<file path="config.mk">
export PLATFORM = sky130hd
export DESIGN_NAME = fifo_read_ptr_empty_ctrl_flat
export DESIGN_NICKNAME = d
export VERILOG_FILES = /design/src/rtl/fifo_pkg.sv /design/src/rtl/fifo_read_ptr_empty_ctrl_if.sv /design/src/rtl/fifo_read_ptr_empty_ctrl.sv /design/src/flat_wrapper.sv
export SDC_FILE = /design/constraint.sdc
export NUM_CORES = 1
export LEC_CHECK = 0
export CAP_MARGIN = 5
export CORE_ASPECT_RATIO = 0.9
export CORE_MARGIN = 1
export CORE_UTILIZATION = 28
export CTS_CLUSTER_SIZE = 14
export DETAILED_ROUTE_END_ITERATION = 12
export PLACE_DENSITY_LB_ADDON = 0.12
export SYNTH_ARGS = -nofsm -noshare
export SYNTH_HDL_FRONTEND = slang
export SYNTH_SLANG_ARGS = --single-unit
</file>
<file path="constraint.sdc">
create_clock -name read_clk -period 2.9 [get_ports read_clk]
set_input_delay 0.29 -clock read_clk [delete_from_list [all_inputs] [get_ports read_clk]]
set_output_delay 0.29 -clock read_clk [all_outputs]
set_load 0.01 [all_outputs]
</file>
<file path="src/rtl/fifo_pkg.sv">
// fifo_pkg: shared async-FIFO pointer width and Gray/binary conversions
package fifo_pkg;
  localparam int ADDR_W = 3;
  localparam int PTR_W = ADDR_W + 1;
  function automatic logic [31:0] bin2gray(input logic [31:0] b);
    return (b >> 1) ^ b;
  endfunction
  function automatic logic [31:0] gray2bin(input logic [31:0] g);
    logic [31:0] b;
    b[31] = g[31];
    for (int i = 30; i >= 0; i--) b[i] = b[i+1] ^ g[i];
    return b;
  endfunction
endpackage

</file>
<file path="src/rtl/fifo_read_ptr_empty_ctrl_if.sv">
// fifo_read_ptr_empty_ctrl_if: read-side pointer/status bundle of the async FIFO
interface fifo_read_ptr_empty_ctrl_if #(parameter int address = 3);
  logic [address:0]   sync_write_ptr;
  logic               read_en;
  logic               underflow_clr;
  logic [address-1:0] read_addr;
  logic [address:0]   read_ptr;
  logic               empty;
  logic               almost_empty;
  logic [address:0]   read_count;
  logic               read_valid;
  logic               underflow;
  modport master (output sync_write_ptr, read_en, underflow_clr,
                  input read_addr, read_ptr, empty, almost_empty, read_count, read_valid, underflow);
  modport slave  (input sync_write_ptr, read_en, underflow_clr,
                  output read_addr, read_ptr, empty, almost_empty, read_count, read_valid, underflow);
endinterface

</file>
<file path="src/rtl/fifo_read_ptr_empty_ctrl.sv">
// fifo_read_ptr_empty_ctrl: read pointers, empty/almost-empty, fill level, underflow and read-valid
module fifo_read_ptr_empty_ctrl import fifo_pkg::*; #(
  parameter int address = ADDR_W,
  parameter int ALMOST_EMPTY_TH = 1
) (
  input logic read_clk,
  input logic read_rst_n,
  fifo_read_ptr_empty_ctrl_if.slave rif
);
  localparam int PW = address + 1;
  logic [PW-1:0] read_bin_q, read_bin_d, read_ptr_q, read_ptr_d, read_count_q, read_count_d, wbin;
  logic empty_q, empty_d, almost_empty_q, almost_empty_d, read_valid_q, read_valid_d;
  logic underflow_q, underflow_d, accept;
  // flags use next-pointer values so the last read sets empty on the same edge it advances
  always_comb begin
    accept         = rif.read_en & ~empty_q;
    read_bin_d     = read_bin_q + PW'(accept);
    read_ptr_d     = PW'(bin2gray(32'(read_bin_d)));
    wbin           = PW'(gray2bin(32'(rif.sync_write_ptr)));
    read_count_d   = wbin - read_bin_d;
    empty_d        = read_ptr_d == rif.sync_write_ptr;
    almost_empty_d = 32'(read_count_d) <= 32'(ALMOST_EMPTY_TH);
    read_valid_d   = accept;
    underflow_d    = (rif.read_en & empty_q) | (underflow_q & ~rif.underflow_clr);
  end
  always_ff @(posedge read_clk or negedge read_rst_n) begin
    if (!read_rst_n) begin
      read_bin_q     <= '0;
      read_ptr_q     <= '0;
      read_count_q   <= '0;
      empty_q        <= 1'b1;
      almost_empty_q <= 1'b1;
      read_valid_q   <= 1'b0;
      underflow_q    <= 1'b0;
    end else begin
      read_bin_q     <= read_bin_d;
      read_ptr_q     <= read_ptr_d;
      read_count_q   <= read_count_d;
      empty_q        <= empty_d;
      almost_empty_q <= almost_empty_d;
      read_valid_q   <= read_valid_d;
      underflow_q    <= underflow_d;
    end
  end
  assign rif.read_addr    = read_bin_q[address-1:0];
  assign rif.read_ptr     = read_ptr_q;
  assign rif.read_count   = read_count_q;
  assign rif.empty        = empty_q;
  assign rif.almost_empty = almost_empty_q;
  assign rif.read_valid   = read_valid_q;
  assign rif.underflow    = underflow_q;
endmodule

</file>
<file path="src/flat_wrapper.sv">
// flat-port wrapper written by rule: the top's interface ports become plain ports
module fifo_read_ptr_empty_ctrl_flat import fifo_pkg::*;
#(
  parameter int address = ADDR_W,
  parameter int ALMOST_EMPTY_TH = 1
)
  (read_clk, read_rst_n, rif_sync_write_ptr, rif_read_en, rif_underflow_clr, rif_read_addr, rif_read_ptr, rif_empty, rif_almost_empty, rif_read_count, rif_read_valid, rif_underflow);
  fifo_read_ptr_empty_ctrl_if #(.address(address)) rif_i ();
  input logic read_clk;
  input logic read_rst_n;
  input wire logic [$bits(rif_i.sync_write_ptr)-1:0] rif_sync_write_ptr;
  input wire logic [$bits(rif_i.read_en)-1:0] rif_read_en;
  input wire logic [$bits(rif_i.underflow_clr)-1:0] rif_underflow_clr;
  output wire logic [$bits(rif_i.read_addr)-1:0] rif_read_addr;
  output wire logic [$bits(rif_i.read_ptr)-1:0] rif_read_ptr;
  output wire logic [$bits(rif_i.empty)-1:0] rif_empty;
  output wire logic [$bits(rif_i.almost_empty)-1:0] rif_almost_empty;
  output wire logic [$bits(rif_i.read_count)-1:0] rif_read_count;
  output wire logic [$bits(rif_i.read_valid)-1:0] rif_read_valid;
  output wire logic [$bits(rif_i.underflow)-1:0] rif_underflow;
  assign rif_i.sync_write_ptr = rif_sync_write_ptr;
  assign rif_i.read_en = rif_read_en;
  assign rif_i.underflow_clr = rif_underflow_clr;
  assign rif_read_addr = rif_i.read_addr;
  assign rif_read_ptr = rif_i.read_ptr;
  assign rif_empty = rif_i.empty;
  assign rif_almost_empty = rif_i.almost_empty;
  assign rif_read_count = rif_i.read_count;
  assign rif_read_valid = rif_i.read_valid;
  assign rif_underflow = rif_i.underflow;
  fifo_read_ptr_empty_ctrl #(.address(address), .ALMOST_EMPTY_TH(ALMOST_EMPTY_TH)) u_core (.read_clk(read_clk), .read_rst_n(read_rst_n), .rif(rif_i));
endmodule
</file>
==> impl_results.rst <==
.. list-table::
   :header-rows: 1

   * - Metric
     - Value
   * - Site row count
     - 17
   * - Delay of the slowest cell on the worst path
     - 480 ps
   * - Max Cap Viol
     - 0
   * - Share of flip-flops with an asynchronous set or reset
     - 100%
   * - Count of warnings emitted by yosys
     - 0
   * - Maximum resistive drop on vdd
     - 0.509 mV
   * - Most prevalent standard cell on the critical path
     - sky130_fd_sc_hd__ha_1
   * - Via-to-Cell Ratio
     - 4.42
   * - Path category of the worst min-delay check
     - in -> async
   * - H-tree depth
     - 1
   * - Multi-input gate area in the final layout
     - 337 µm²
   * - Number of buffers inserted by port buffering
     - 22
   * - Sinks on the clock net
     - 15
   * - Remaining antenna violation count
     - 0
   * - Critical path required time
     - 3110 ps
   * - Crit-path slowest cell
     - sky130_fd_sc_hd__or3b_2
   * - Setup-violating endpoint count in the final report
     - 0
   * - Final Hold Viols
     - 0
   * - Fmax
     - 390 MHz
   * - Root buffer cell
     - sky130_fd_sc_hd__clkbuf_4
   * - CP Data Arrival Time
     - 2780 ps
   * - Deepest clock path buffer count
     - 2
   * - Filler cell count in the final layout
     - 247
   * - Weighted congestion at the end of routability-driven global placement
     - 0.718
   * - Sequential cell area fraction in the yosys report
     - 51.0%
   * - Post-route non-filler standard cell count
     - 111
   * - Number of max-slew violations in the final report
     - 0
   * - Starting Density
     - 29.8%
   * - CP Buf/Inv Count
     - 2
   * - Ports placed on the boundary
     - 23
   * - Placed cells
     - 107
   * - Post-synthesis cell count
     - 56
   * - DRC
     - 0
   * - Antenna Diode Count
     - 0
   * - Largest net degree at the start of global routing
     - 16
   * - Detailed router's first-iteration violation count
     - 8
   * - Post-synth design cell area
     - 741 µm²
   * - CTS resizes
     - 0
   * - Top cell family by delay on the critical path
     - adder cells
   * - # hold bufs at CTS
     - 0
   * - Layout cells sized above 1
     - 13.3%
   * - GRT Resource Usage Total
     - 10.5%
   * - Remaining max-slew budget at the tightest pin
     - 54.8%
   * - Clock skew after layout
     - 4.54 ps
   * - Largest fanout on the critical path
     - 3
   * - Leakage power
     - 0.455 nW
   * - Top cell type by total area after synthesis
     - sky130_fd_sc_hd__dfrtp_1
   * - Most instantiated cells after synthesis
     - sky130_fd_sc_hd__dfrtp_1 (13), sky130_fd_sc_hd__xor2_1 (9), sky130_fd_sc_hd__inv_1 (6)
   * - HPWL after DPL
     - 1030 µm
   * - Initial antenna violation count
     - 0
   * - Post-Layout Inst Area
     - 1030 µm²
   * - Status
     - finished clean
   * - Most frequent cell after synthesis
     - sky130_fd_sc_hd__dfrtp_1
   * - Via count of the first global-routing pass
     - 502
   * - Standard cell core area
     - 2490 µm²
   * - X dimension of the die
     - 56.2 µm
   * - Net count after synthesis
     - 69
   * - Final period util
     - 88.5%
   * - Main area contributors after synthesis
     - sky130_fd_sc_hd__dfrtp_1 (44%), sky130_fd_sc_hd__xor2_1 (11%), sky130_fd_sc_hd__ha_1 (8.4%), sky130_fd_sc_hd__dfstp_2 (7.1%), sky130_fd_sc_hd__xnor2_1 (5.9%)
   * - Layout area overhead
     - 39.5%
   * - TritonCTS clock tree
     - yes
   * - Least-Margin Pin Slew
     - 675 ps
   * - Per-instance average area after synthesis
     - 13.2 µm²
   * - Distinct cell type count of the synthesized netlist
     - 21
   * - Fin crit period
     - 2570 ps
   * - Count of flip-flops with a built-in enable after synthesis
     - 0
   * - Final routed wire length divided by cell count
     - 11.7 µm
   * - Pwr per Cell Area
     - 1300 nW/µm²
   * - RSZ-0062 raised after global routing
     - false
   * - Total of flip-flops plus latches after synthesis
     - 15
   * - Sequential cell area
     - 378 µm²
   * - Critical path start-end classification
     - in -> reg
   * - Wire length of the first global-routing pass
     - 2230 µm
   * - Share of the synthesized area in the top cell type
     - 43.9%
   * - Total global routing overflow
     - 0
   * - Clock-pin slew on the worst setup and hold paths
     - 90 ps
   * - Router iterations before antenna repair
     - 3
   * - Type of destination of the critical path
     - flip-flop
   * - Worst-path cell chain
     - clkdlybuf4s50_1, nor2b_1, ha_1, ha_1, xor2_1, inv_1, ha_1, or3b_2, o311ai_4, xnor2_1, nor3_2
   * - Placement Cell Area
     - 1010 µm²
   * - Vertical die dimension
     - 50.8 µm
   * - Crit path launch type
     - input pin
   * - Final wirelength
     - 1300 µm
   * - Net count of the finished layout
     - 97
   * - Post-CTS Repair Setup Buffers
     - 0
   * - Main flop type after synthesis
     - sky130_fd_sc_hd__dfrtp_1
   * - Inserted Clock Buffers
     - 3
   * - Fin Hold WS
     - 415 ps
   * - Via count
     - 491
   * - Die area
     - 2860 µm²
   * - Later-pin clock latency in the skew report
     - 280 ps
[worst reg2reg max path: stages, from the launching register on]
cell,delay (ps)
sky130_fd_sc_hd__dfstp_2,550
sky130_fd_sc_hd__nor2b_1,60
sky130_fd_sc_hd__ha_1,220
sky130_fd_sc_hd__ha_1,230
sky130_fd_sc_hd__xor2_1,210
sky130_fd_sc_hd__inv_1,70
sky130_fd_sc_hd__ha_1,290
sky130_fd_sc_hd__or3b_2,480
sky130_fd_sc_hd__o311ai_4,100
sky130_fd_sc_hd__xnor2_1,200
sky130_fd_sc_hd__nor3_2,60
[per-stage QoR]
step                      total power, mW  utilization [%]  setup slack (ps)  TNS, ps
final                                1.34             41.5               333        0
after detailed placement             1.24             40.5              31.9        0
after CTS                            1.36             41.5               319        0
after floorplan                     0.910                -               372        0
after global routing                 1.47             41.5               229        0
after global placement               1.23             40.5             -2.18    -2.18
[cell families (layout without fill, tap and decap cells)]
family,count (synthesis),after routing,synth area share (%)
flops,15,15,51.0
xor+xnor,16,16,22.8
buf+inv,7,34,3.55
compound gates,5,5,7.26
fa+ha+maj,5,5,8.45
simple gates,8,8,6.93
[per-layer routing]
layer | vias up | share of wire, % | global-route usage, %
met2 | 13 | 49 | 18.7
met4 | 0 | 1.5 | 2.44
met1 | 238 | 44 | 11.5
met5 | - | 0 | 0
li1 | 238 | - | -
met3 | 2 | 5.5 | 4.90
[cells in the final DEF (no fill, tap or decap)]
master and instances:
sky130_fd_sc_hd__clkdlybuf4s50_1 22, sky130_fd_sc_hd__dfrtp_1 13, sky130_fd_sc_hd__xor2_1 9, sky130_fd_sc_hd__inv_1 6, sky130_fd_sc_hd__xnor2_1 5, sky130_fd_sc_hd__ha_1 5, sky130_fd_sc_hd__clkbuf_4 3, sky130_fd_sc_hd__nand3_1 2
sky130_fd_sc_hd__buf_4 2, sky130_fd_sc_hd__dfstp_2 2, sky130_fd_sc_hd__xnor3_2 1, sky130_fd_sc_hd__o21bai_1 1, sky130_fd_sc_hd__a21boi_0 1, sky130_fd_sc_hd__xnor3_1 1, sky130_fd_sc_hd__and2_1 1, sky130_fd_sc_hd__or3b_2 1
sky130_fd_sc_hd__o311ai_4 1, sky130_fd_sc_hd__nor3_2 1, sky130_fd_sc_hd__or3_1 1, sky130_fd_sc_hd__a211oi_1 1, sky130_fd_sc_hd__nand2_1 1, sky130_fd_sc_hd__o21ai_0 1, sky130_fd_sc_hd__nor2b_1 1, sky130_fd_sc_hd__clkbuf_1 1
[flip-flops by register name, summed over array words and instances, names as in the netlist]
| signal | flops |
|---|---|
| u_core.rif.read_valid | 1 |
| u_core.rif.read_count | 4 |
| u_core.rif.read_ptr | 3 |
| u_core.rif.underflow | 1 |
| u_core.read_bin_q | 4 |
| u_core.rif.almost_empty | 1 |
| u_core.rif.empty | 1 |
[layout make-up]
type / count / share of cell area, %
Clock buffer: 4 / 2.54
Inverter: 6 / 2.18
Multi-Input combinational cell: 34 / 32.6
Sequential cell: 15 / 36.6
Tap cell: 28 / 3.39
Timing Repair Buffer: 24 / 22.8
[final timing paths]
| check | to | start | slack, ps | cells past startpoint |
|---|---|---|---|---|
| setup / recovery | u_core.rif.almost_empty | rif_read_en | 330 | 11 |
| hold / removal | u_core.read_bin_q[2] | read_rst_n | 410 | 1 |
| setup reg to reg | u_core.rif.almost_empty | u_core.rif.empty | 380 | 10 |
| hold reg to reg | u_core.rif.underflow | u_core.rif.underflow | 550 | 2 |
| max in group asynchronous | u_core.rif.read_valid | read_rst_n | 2060 | 1 |
| min in group read_clk | u_core.rif.underflow | u_core.rif.underflow | 550 | 2 |
[where the power goes]
part	switching (mW)	internal, mW	leakage [nW]	total (mW)
registers	0.0491	0.327	0.175	0.376
clock network	0.0653	0.0533	0.0150	0.119
logic	0.390	0.455	0.265	0.845
No activity file was read; power rests on OpenSTA's default activity.
